--- src/rtl/float_mul_pipe_ctrl.sv ---
// Flow-control sequencer for the pipelined FP multiplier: per-stage load enables with
// bubble collapsing, destination-register tracking and RAW hazard detection for decode.
module float_mul_pipe_ctrl #(
  parameter int DEPTH = 3,
  parameter int RW    = 5
) (
  input  logic             clk,
  input  logic             rst_n,
  input  logic             flush,
  input  logic             in_valid,
  output logic             in_ready,
  input  logic [RW-1:0]    in_fd,
  input  logic             out_ready,
  output logic             out_valid,
  output logic [RW-1:0]    out_fd,
  output logic [DEPTH-1:0] stage_en,
  output logic [DEPTH-1:0] stage_valid,
  input  logic [RW-1:0]    fs,
  input  logic [RW-1:0]    ft,
  input  logic             use_fs,
  input  logic             use_ft,
  output logic             raw_hazard,
  output logic             busy,
  output logic [2:0]       occupancy
);

  logic [DEPTH-1:0] v_q, v_d;
  logic [RW-1:0]    d_q [DEPTH];
  logic [RW-1:0]    d_d [DEPTH];
  logic [DEPTH-1:0] en;
  logic             raw;
  logic [2:0]       occ;

  // A stage may load if it is empty or everything downstream of it will move.
  always_comb begin : enable_chain
    logic room;
    room            = out_ready | ~v_q[DEPTH-1];
    en              = '0;
    en[DEPTH-1]     = room;
    for (int i = DEPTH - 2; i >= 0; i--) begin
      room  = ~v_q[i] | room;
      en[i] = room;
    end
  end

  // Flush clears valids only; destinations are left stale since nothing reads them unqualified.
  always_comb begin
    v_d = v_q;
    d_d = d_q;
    if (flush) begin
      v_d = '0;
    end else begin
      if (en[0]) begin
        v_d[0] = in_valid & en[0];
        d_d[0] = in_fd;
      end
      for (int i = 1; i < DEPTH; i++) begin
        if (en[i]) begin
          v_d[i] = v_q[i-1];
          d_d[i] = d_q[i-1];
        end
      end
    end
  end

  always_ff @(posedge clk) begin
    if (!rst_n) begin
      v_q <= '0;
      d_q <= '{default: '0};
    end else begin
      v_q <= v_d;
      d_q <= d_d;
    end
  end

  always_comb begin
    raw = 1'b0;
    occ = 3'd0;
    for (int i = 0; i < DEPTH; i++) begin
      if (v_q[i]) begin
        occ = occ + 3'd1;
        if ((use_fs && d_q[i] == fs) || (use_ft && d_q[i] == ft)) raw = 1'b1;
      end
    end
  end

  assign stage_en    = en;
  assign in_ready    = en[0];
  assign stage_valid = v_q;
  assign out_valid   = v_q[DEPTH-1];
  assign out_fd      = d_q[DEPTH-1];
  assign raw_hazard  = raw;
  assign occupancy   = occ;
  assign busy        = (occ != 3'd0);

endmodule

--- config.mk ---
export PLATFORM = sky130hd
export DESIGN_NAME = float_mul_pipe_ctrl
export DESIGN_NICKNAME = d
export VERILOG_FILES = /design/src/rtl/float_mul_pipe_ctrl.sv
export SDC_FILE = /design/constraint.sdc
export NUM_CORES = 1
export LEC_CHECK = 0
export BUFFER_PORTS_ARGS = -buffer_cell sky130_fd_sc_hd__clkbuf_2
export CORE_ASPECT_RATIO = 1.75
export CORE_UTILIZATION = 50
export DETAILED_ROUTE_END_ITERATION = 8
export PLACE_DENSITY = 0.82
export REMOVE_ABC_BUFFERS = 1
export SLEW_MARGIN = 20
export SYNTH_ARGS = -nofsm -noshare
export SYNTH_HDL_FRONTEND = slang
export SYNTH_SLANG_ARGS = --single-unit
--- constraint.sdc ---
create_clock -name clk -period 1.55 [get_ports clk]
set_input_delay 0.0775 -clock clk [delete_from_list [all_inputs] [get_ports clk]]
set_output_delay 0.0775 -clock clk [all_outputs]
set_load 0.01 [all_outputs]
# ---- Word level (Yosys, flattened, before mapping)
# Index checks and enable logic that the tools add are counted.
dict set report word_totals {
  mem_bits_rw 0
  mem_count 0
  latch_bits 0
  inputBits 22
  output_inout_bits 18
  wordCells 46
  register_bits 18
  rom_bits 0
}
dict set report op_classes {
  n_eq_ne 6
  n_bitwise 9
  magnitude_cmp 0
  n_reduce_logical 14
  n_div 0
  n_mux 9
  n_addsub 2
  shift 0
  n_mul 0
}
# cell count
set ops {}
lappend ops {{$eq 5x5->1} 6}
lappend ops {{$mux 1} 7}
lappend ops {{$add 3x1->3 const B} 2}
lappend ops {{$logic_and 1x1->1} 6}
lappend ops {{$mux 3} 2}
lappend ops {{$reduce_and 2->1} 3}
lappend ops {{$not 1->1} 5}
lappend ops {{$logic_or 1x1->1} 3}
lappend ops {{$or 1x1->1} 3}
lappend ops {{$reduce_bool 3->1} 1}
lappend ops {{$reduce_or 2->1} 1}
lappend ops {{$and 1x1->1} 1}

# ---- Depth between registers and ports, before layout
# Gate-level depths: netlist of the first run.
dict set report logic_depth {
  ltp_word 9
  depth_mapped 8
  mapped_depth_nobuf 5
}

# ---- Worst setup path after synthesis of the first run
# Ideal clock, no wire load.
dict set report synth_path {
  path_type {register to output}
  from {register v_q[2], in the netlist stage_valid[2]}
  to {output port stage_en[0]}
  required_ps 1472
  setup_slack_ps 188
  arrival_time_ps 1285
  stages_incl_launch_ff 8
  n_path_buf 4
  path_cell_list {dfxtp_1 buf_6 nor2b_4 buf_6 and3_4 buf_6 inv_1 buf_4}
}
dict set report synth_via {
  elab_chain_len 4
}
# element line
set synth_rtl {}
lappend synth_rtl {{start: declaration} 27} ;# logic [DEPTH-1:0] v_q, v_d;
lappend synth_rtl {{start signal: assignment} 71} ;# v_q <= v_d;
lappend synth_rtl {{$not 1->1} 37} ;# room = out_ready | ~v_q[DEPTH-1];
lappend synth_rtl {{$or 1x1->1} 37}
lappend synth_rtl {{$or 1x1->1 (2 in series)} 41} ;# room = ~v_q[i] | room;
lappend synth_rtl {{end: declaration} 16} ;# output logic [DEPTH-1:0] stage_en,
# Every way passes these cells.

# ---- Worst setup path after layout of the first run
dict set report layout_path {
  from {register d_q[6] (netlist bit)}
  to {output port raw_hazard}
}
dict set report layout_via {
  elab_chain_len 7
  word_cells_on_any_way 9
  classes_between {eq/ne: 2; mux: 4; reduce/logical: 3}
}
# element line
set layout_rtl {}
lappend layout_rtl {{start: declaration} 28} ;# logic [RW-1:0] d_q [DEPTH];
lappend layout_rtl {{start signal: assignment} 69} ;# d_q <= '{default: '0};
lappend layout_rtl {{start signal: assignment} 72} ;# d_q <= d_d;
lappend layout_rtl {{$eq 5x5->1} 82} ;# if ((use_fs && d_q[i] == fs) || (use_ft && d_q[i] == ft)) raw = 1'b1;
lappend layout_rtl {{$logic_and 1x1->1} 82}
lappend layout_rtl {{$logic_or 1x1->1 *} 82}
lappend layout_rtl {{$mux 1 *} 82}
lappend layout_rtl {{$mux 1 *} 80} ;# if (v_q[i]) begin
lappend layout_rtl {{$mux 1} 82}
lappend layout_rtl {{$mux 1 *} 80}
lappend layout_rtl {{end: declaration} 22} ;# output logic raw_hazard,
# Mark *: on every way between the ends. The rest lies on a longest branch, timed or not.

==> impl_metrics.csv, run 1 <==
group,metric,value,unit
status,status,"complete, but fails checks",
status,violations,"setup timing",
layout,nNetsFinal,205,
die,die_w,39.6,um
die,die_y,67.8,um
clocking,path_clk_slew,0.07,ns
timing,drv_slew,0,
placement,numPortBuffers,39,
timing,rsz0062_at_grt,"true",
synthesis,yosys.area.top_type,"dfxtp_1",
global_route,grt_use_met2,0.443,
layout,register_area,380,sq um
timing,maxSlewHeadroom,0.759,
routing,route.vias.total,1129,
layout,fill_cells,202,
synthesis,netlist.area_leader.share,0.291,
global_route,grt.overflow.total,0,
synthesis,synth_warnings,0,
global_route,grtUsageTotal,0.236,
timing,finalCritPeriodShare,1.11,
clocking,clockBufferDepth,2,
die,std_cell_rows,23,
synthesis,synthTopCellsByArea,"dfxtp_1, xor2_1, o21ai_0",
setup_path,cp_data_arrival_time,1.64,ns
worst_hold_path,holdCritPathClass,"input port to flop",
synthesis,postSynth.asyncResetShare,0,
placement,hpwl,2320,um
timing,setup_viol,1,
setup_path,timing.rr.start,"stage_valid[2]",
setup_path,setup.worst_path.start,"d_q[6]",
routing,drt-total-wl,3040,um
global_route,grt_pass1_wl,4380,um
job,maxCapViolations,0,
layout,multiInputGateArea,791,sq um
synthesis,syn_avg_cell_area,8.48,sq um
synthesis,synth_edf_count,0,
clocking,clk_latency,0.25,ns
synthesis,synth_area,1240,sq um
routing,ant_nets,0,
power,peakVddDrop,0.545,mV
clocking,cts_root_buffer,"clkbuf_8",
global_route,first_global_vias,1052,
setup_path,worst_r2r_path_depth,4,
synthesis,synth_ff_type,"dfxtp_1",
global_route,top_usage_layer,"met2",
timing,worst_pin_slew,0.360,ns
placement,place_congestion,0.937,
timing,max_freq,583,MHz
routing,drt_iter0_drc,16,
die,core_area,2300,sq um
clocking,htreeDepth,1,
die,die_area,2690,sq um
power,leakagePower,0.687,nW
global_route,grt_max_degree,17,
global_route,met1_usage,0.225,
setup_path,required,1.47,ns
layout,drive_gt1_frac,0.383,
setup_path,crit_end,"raw_hazard",
clocking,hold_buffers,0,
timing,fin_skew,0.00343,ns
clocking,cts_buffers,3,
synthesis,synthCells,146,
setup_path,cp-end-kind,"output pin",
die,start_util,0.538,
global_route,antenna_found_initial,0,
layout,final_cells,205,
layout,antenna_cells,0,
power,power.density,704,nW/um^2
setup_path,cp_max_fo,4,
timing,setup_ws,-0.165,ns
setup_path,crit_path_start_kind,"flop",
routing,vias_per_cell,5.51,
routing,dr.pass1.iters,4,
synthesis,ys_seq_area_frac,0.291,
setup_path,reg2reg_to,"d_q[11]",
routing,drcViolationCount,0,
setup_path,path_class,"flop to output pin",
clocking,clock_sinks,18,
routing,wl_per_cell,14.8,um
synthesis,ys_types,25,
placement,place_inst,200,
timing,min_period,1.71,ns
die,io_pins,40,
layout,synthToLayoutAreaGrowth,21.8,%
synthesis,ys_seq_elements,18,
setup_path,r2r_setup_slack,0.35,ns
global_route,grtUsageMet3,0.0325,
power,p_total,1.06,mW
clocking,cts_tree,"built",
timing,finalHoldViolCount,0,
[per-layer routing]
layer | wire length, um | part of all wire
met5 | 0 | 0
met4 | 128 | 0.042
met3 | 132 | 0.043
met2 | 1640 | 0.54
met1 | 1140 | 0.37
[per-stage QoR]
step | setup TNS (ns) | util | area [sq um] | setup WS, ns | hold WS (ns)
finish | -0.165 | 0.655 | 1510 | -0.165 | 0.0319
CTS | -0.0421 | 0.638 | 1470 | -0.0421 | 0.0331
global placement | 0 | 0.602 | 1390 | 0.253 | 0.287
detailed placement | 0 | 0.602 | 1390 | 0.171 | 0.302
global route | -0.177 | 0.655 | 1510 | -0.177 | 0.0463
floorplan | 0 | - | 1140 | 0.207 | 0.198
[state kept, by name, summed over array words and instances (netlist names)]
register,cells
d_q,10
out_fd,5
stage_valid,3
[critical path, cell delays in order (launching register included)]
cell	delay [ns]
dfxtp_4	0.36
xor2_2	0.15
nor4_1	0.35
nand4_1	0.20
nand4_1	0.14
a21o_2	0.10
buf_6	0.09
[report_power, final]
group / switching [mW] / internal (mW) / total [mW] / leakage (nW)
clock: 0.160 / 0.226 / 0.386 / 0.0288
combinational: 0.0986 / 0.0824 / 0.181 / 0.506
sequential: 0.0196 / 0.476 / 0.495 / 0.152
total: 0.279 / 0.784 / 1.06 / 0.687
[synthesized netlist by cell type, types with 2 or more instances]
master     n
a21boi_0   8
a21boi_1   7
a21oi_1    3
buf_4      8
buf_6      3
clkbuf_1   2
dfxtp_1   18
ha_1       2
inv_1      5
nand2_1   16
nand2b_1   2
nand3_1    3
nand4_1    5
nor2_1     4
nor4_1     6
o21ai_0   16
xnor2_1    6
xor2_1    25
[cell type report]
cell class,count,share of cell area
Tap cell,25,0.0207
Timing Repair Buffer,43,0.154
Inverter,5,0.0124
Sequential cell,18,0.252
Clock buffer,4,0.0365
Multi-Input combinational cell,110,0.524
[cells in the final DEF, fill, tap and decap left out, drive strengths merged]
| cell type | n |
|---|---|
| clkbuf | 42 |
| xor2 | 25 |
| dfxtp | 18 |
| o21ai | 16 |
| nand2 | 16 |
| a21boi | 15 |
| xnor2 | 6 |
| nor2 | 6 |
| nor4 | 6 |
| inv | 5 |
| nand4 | 5 |
| buf | 5 |
| a21oi | 3 |
| nand3 | 3 |
| nand2b | 2 |
| ha | 2 |
| and3 | 2 |
| nor2b | 1 |
| and2 | 1 |
| a21o | 1 |
[kinds of logic after synthesis]
group / after synthesis / share of synthesized area
xor+xnor: 31 / 0.219
simple gates: 42 / 0.197
buf+inv: 18 / 0.0971
compound gates: 35 / 0.175
fa+ha+maj: 2 / 0.0202
flops: 18 / 0.291
[worst min path at each step]
| stage | startpoint | end | depth (start not counted) |
|---|---|---|---|
| floorplan | in_valid | stage_valid[0] | 2 |
| global placement | in_valid | stage_valid[0] | 3 |
| detailed placement | in_valid | stage_valid[0] | 3 |
| CTS | in_fd[2] | d_q[12] | 3 |
| global route | in_valid | stage_valid[0] | 3 |
| finish | in_fd[2] | d_q[12] | 3 |
[timing repair]
item	CTS	global route
resized for setup	8	12
setup endpoints to repair	2	2
pin swaps	6	10
buffers inserted	1	0
Note: power is estimated with default switching activity, not from simulation.
==> inputs of run 2 (changes only) <==
MAX_ROUTING_LAYER = met4   (was unset)
==> impl_metrics.csv, run 2 (synthesis results as in run 1) <==
group,metric,value,unit
status,status,"complete, but fails checks",
status,violations,"setup timing",
timing,fin_skew,0.00405,ns
timing,setup_ws,-0.166,ns
timing,setup_viol,1,
die,die_y,67.8,um
global_route,grt_pass1_wl,4370,um
routing,route.vias.total,1128,
timing,maxSlewHeadroom,0.757,
routing,drcViolationCount,0,
layout,final_cells,205,
global_route,grt_max_degree,17,
power,peakVddDrop,0.545,mV
die,core_area,2300,sq um
timing,max_freq,583,MHz
layout,drive_gt1_frac,0.383,
layout,nNetsFinal,205,
timing,setup_tns,-0.166,ns
timing,worst_pin_slew,0.364,ns
routing,ant_nets,0,
die,start_util,0.538,
timing,rsz0062_at_grt,"true",
placement,numPortBuffers,39,
job,maxCapViolations,0,
layout,largest_register_ffs,10,
power,leakagePower,0.687,nW
setup_path,cp_max_fo,4,
setup_path,required,1.47,ns
clocking,clk_latency,0.25,ns
routing,drt_iter0_drc,19,
setup_path,path_class,"flop to output pin",
timing,finalHoldViolCount,0,
worst_hold_path,holdCritPathClass,"input port to flop",
timing,min_period,1.72,ns
clocking,clockBufferDepth,2,
setup_path,crit_path_start_kind,"flop",
power,p_total,1.06,mW
routing,wl_per_cell,14.8,um
global_route,grtUsageTotal,0.243,
die,std_cell_rows,23,
clocking,path_clk_slew,0.07,ns
layout,final_common_cell,"clkbuf_2",
layout,fill_cells,202,
global_route,first_global_vias,1056,
die,die_w,39.6,um
layout,synthToLayoutAreaGrowth,21.8,%
die,io_pins,40,
global_route,antenna_found_initial,0,
clocking,htreeDepth,1,
clocking,cts_tree,"built",
power,power.density,705,nW/um^2
clocking,cts_buffers,3,
setup_path,cp-end-kind,"output pin",
setup_path,cp_data_arrival_time,1.64,ns
timing,drv_slew,0,
layout,top_register,"d_q",
clocking,clock_sinks,18,
routing,drt-total-wl,3040,um
placement,place_congestion,0.954,
routing,dr.pass1.iters,4,
global_route,grt.overflow.total,0,
routing,vias_per_cell,5.50,
die,die_area,2690,sq um
setup_path,r2r_setup_slack,0.35,ns
placement,place_inst,200,
layout,antenna_cells,0,
layout,final_cell_mix,"clkbuf_2, xor2_1, o21ai_0, nand2_1",
placement,hpwl,2320,um
timing,finalCritPeriodShare,1.11,
clocking,cts_root_buffer,"clkbuf_8",
==> run 2: cell counts in the layout (fill, tap and decap cells not counted) <==
Identical to the previous run, type by type.
==> run 2: layout make-up <==
type | instances | area [sq um] | area share
Inverter | 5 | 18.8 | 0.0124
Multi-Input combinational cell | 110 | 791 | 0.524
Clock buffer | 4 | 55.1 | 0.0365
Sequential cell | 18 | 380 | 0.252
Timing Repair Buffer | 43 | 231 | 0.154
Tap cell | 25 | 31.3 | 0.0207
==> run 2: path summary, 6_finish.rpt <==
kind,start,to,cells past startpoint
worst min register to register,d_q[11],d_q[6],2
worst max-delay path,d_q[6],raw_hazard,6
worst max register to register,stage_valid[2],d_q[11],4
worst min-delay path,in_fd[2],d_q[12],3
==> run 2: worst max-delay path: stages, from the launching register on <==
cell and delay, ns:
dfxtp_4 0.36, xor2_2 0.15, nor4_1 0.35, nand4_1 0.20, nand4_1 0.14, a21o_2 0.10, buf_6 0.09
==> run 2: report_power, final <==
group | internal (mW) | switching, mW | total (mW)
Combinational | 0.0824 | 0.0987 | 0.181
Clock | 0.226 | 0.161 | 0.387
Sequential | 0.476 | 0.0196 | 0.495
Total | 0.784 | 0.279 | 1.06
==> run 2: stage by stage <==
step           cell area [sq um]  hold WS [ns]  utilization  setup slack, ns
6_report                    1510        0.0313        0.655           -0.166
5_1_grt                     1510        0.0463        0.655           -0.177
4_1_cts                     1470        0.0331        0.638          -0.0421
3_5_place_dp                1390         0.302        0.602            0.171
3_3_place_gp                1390         0.287        0.602            0.253
2_1_floorplan               1140         0.198            -            0.207
==> run 2: repair_timing <==
| action | CTS | global route |
|---|---|---|
| resized for setup | 8 | 12 |
| endpoints found under the setup margin | 2 | 2 |
| buffers inserted | 1 | 0 |
| hold endpoints to repair | 0 | 0 |
| hold buffers | 0 | 0 |
| pin swaps | 6 | 10 |
==> run 2: layer usage <==
metal / share of wire / up-vias / track usage
met3: 0.044 / 10 / 0.0325
met5: 0 / - / -
met2: 0.54 / 48 / 0.443
met4: 0.042 / 0 / 0.138
met1: 0.37 / 516 / 0.225
li1: - / 554 / -
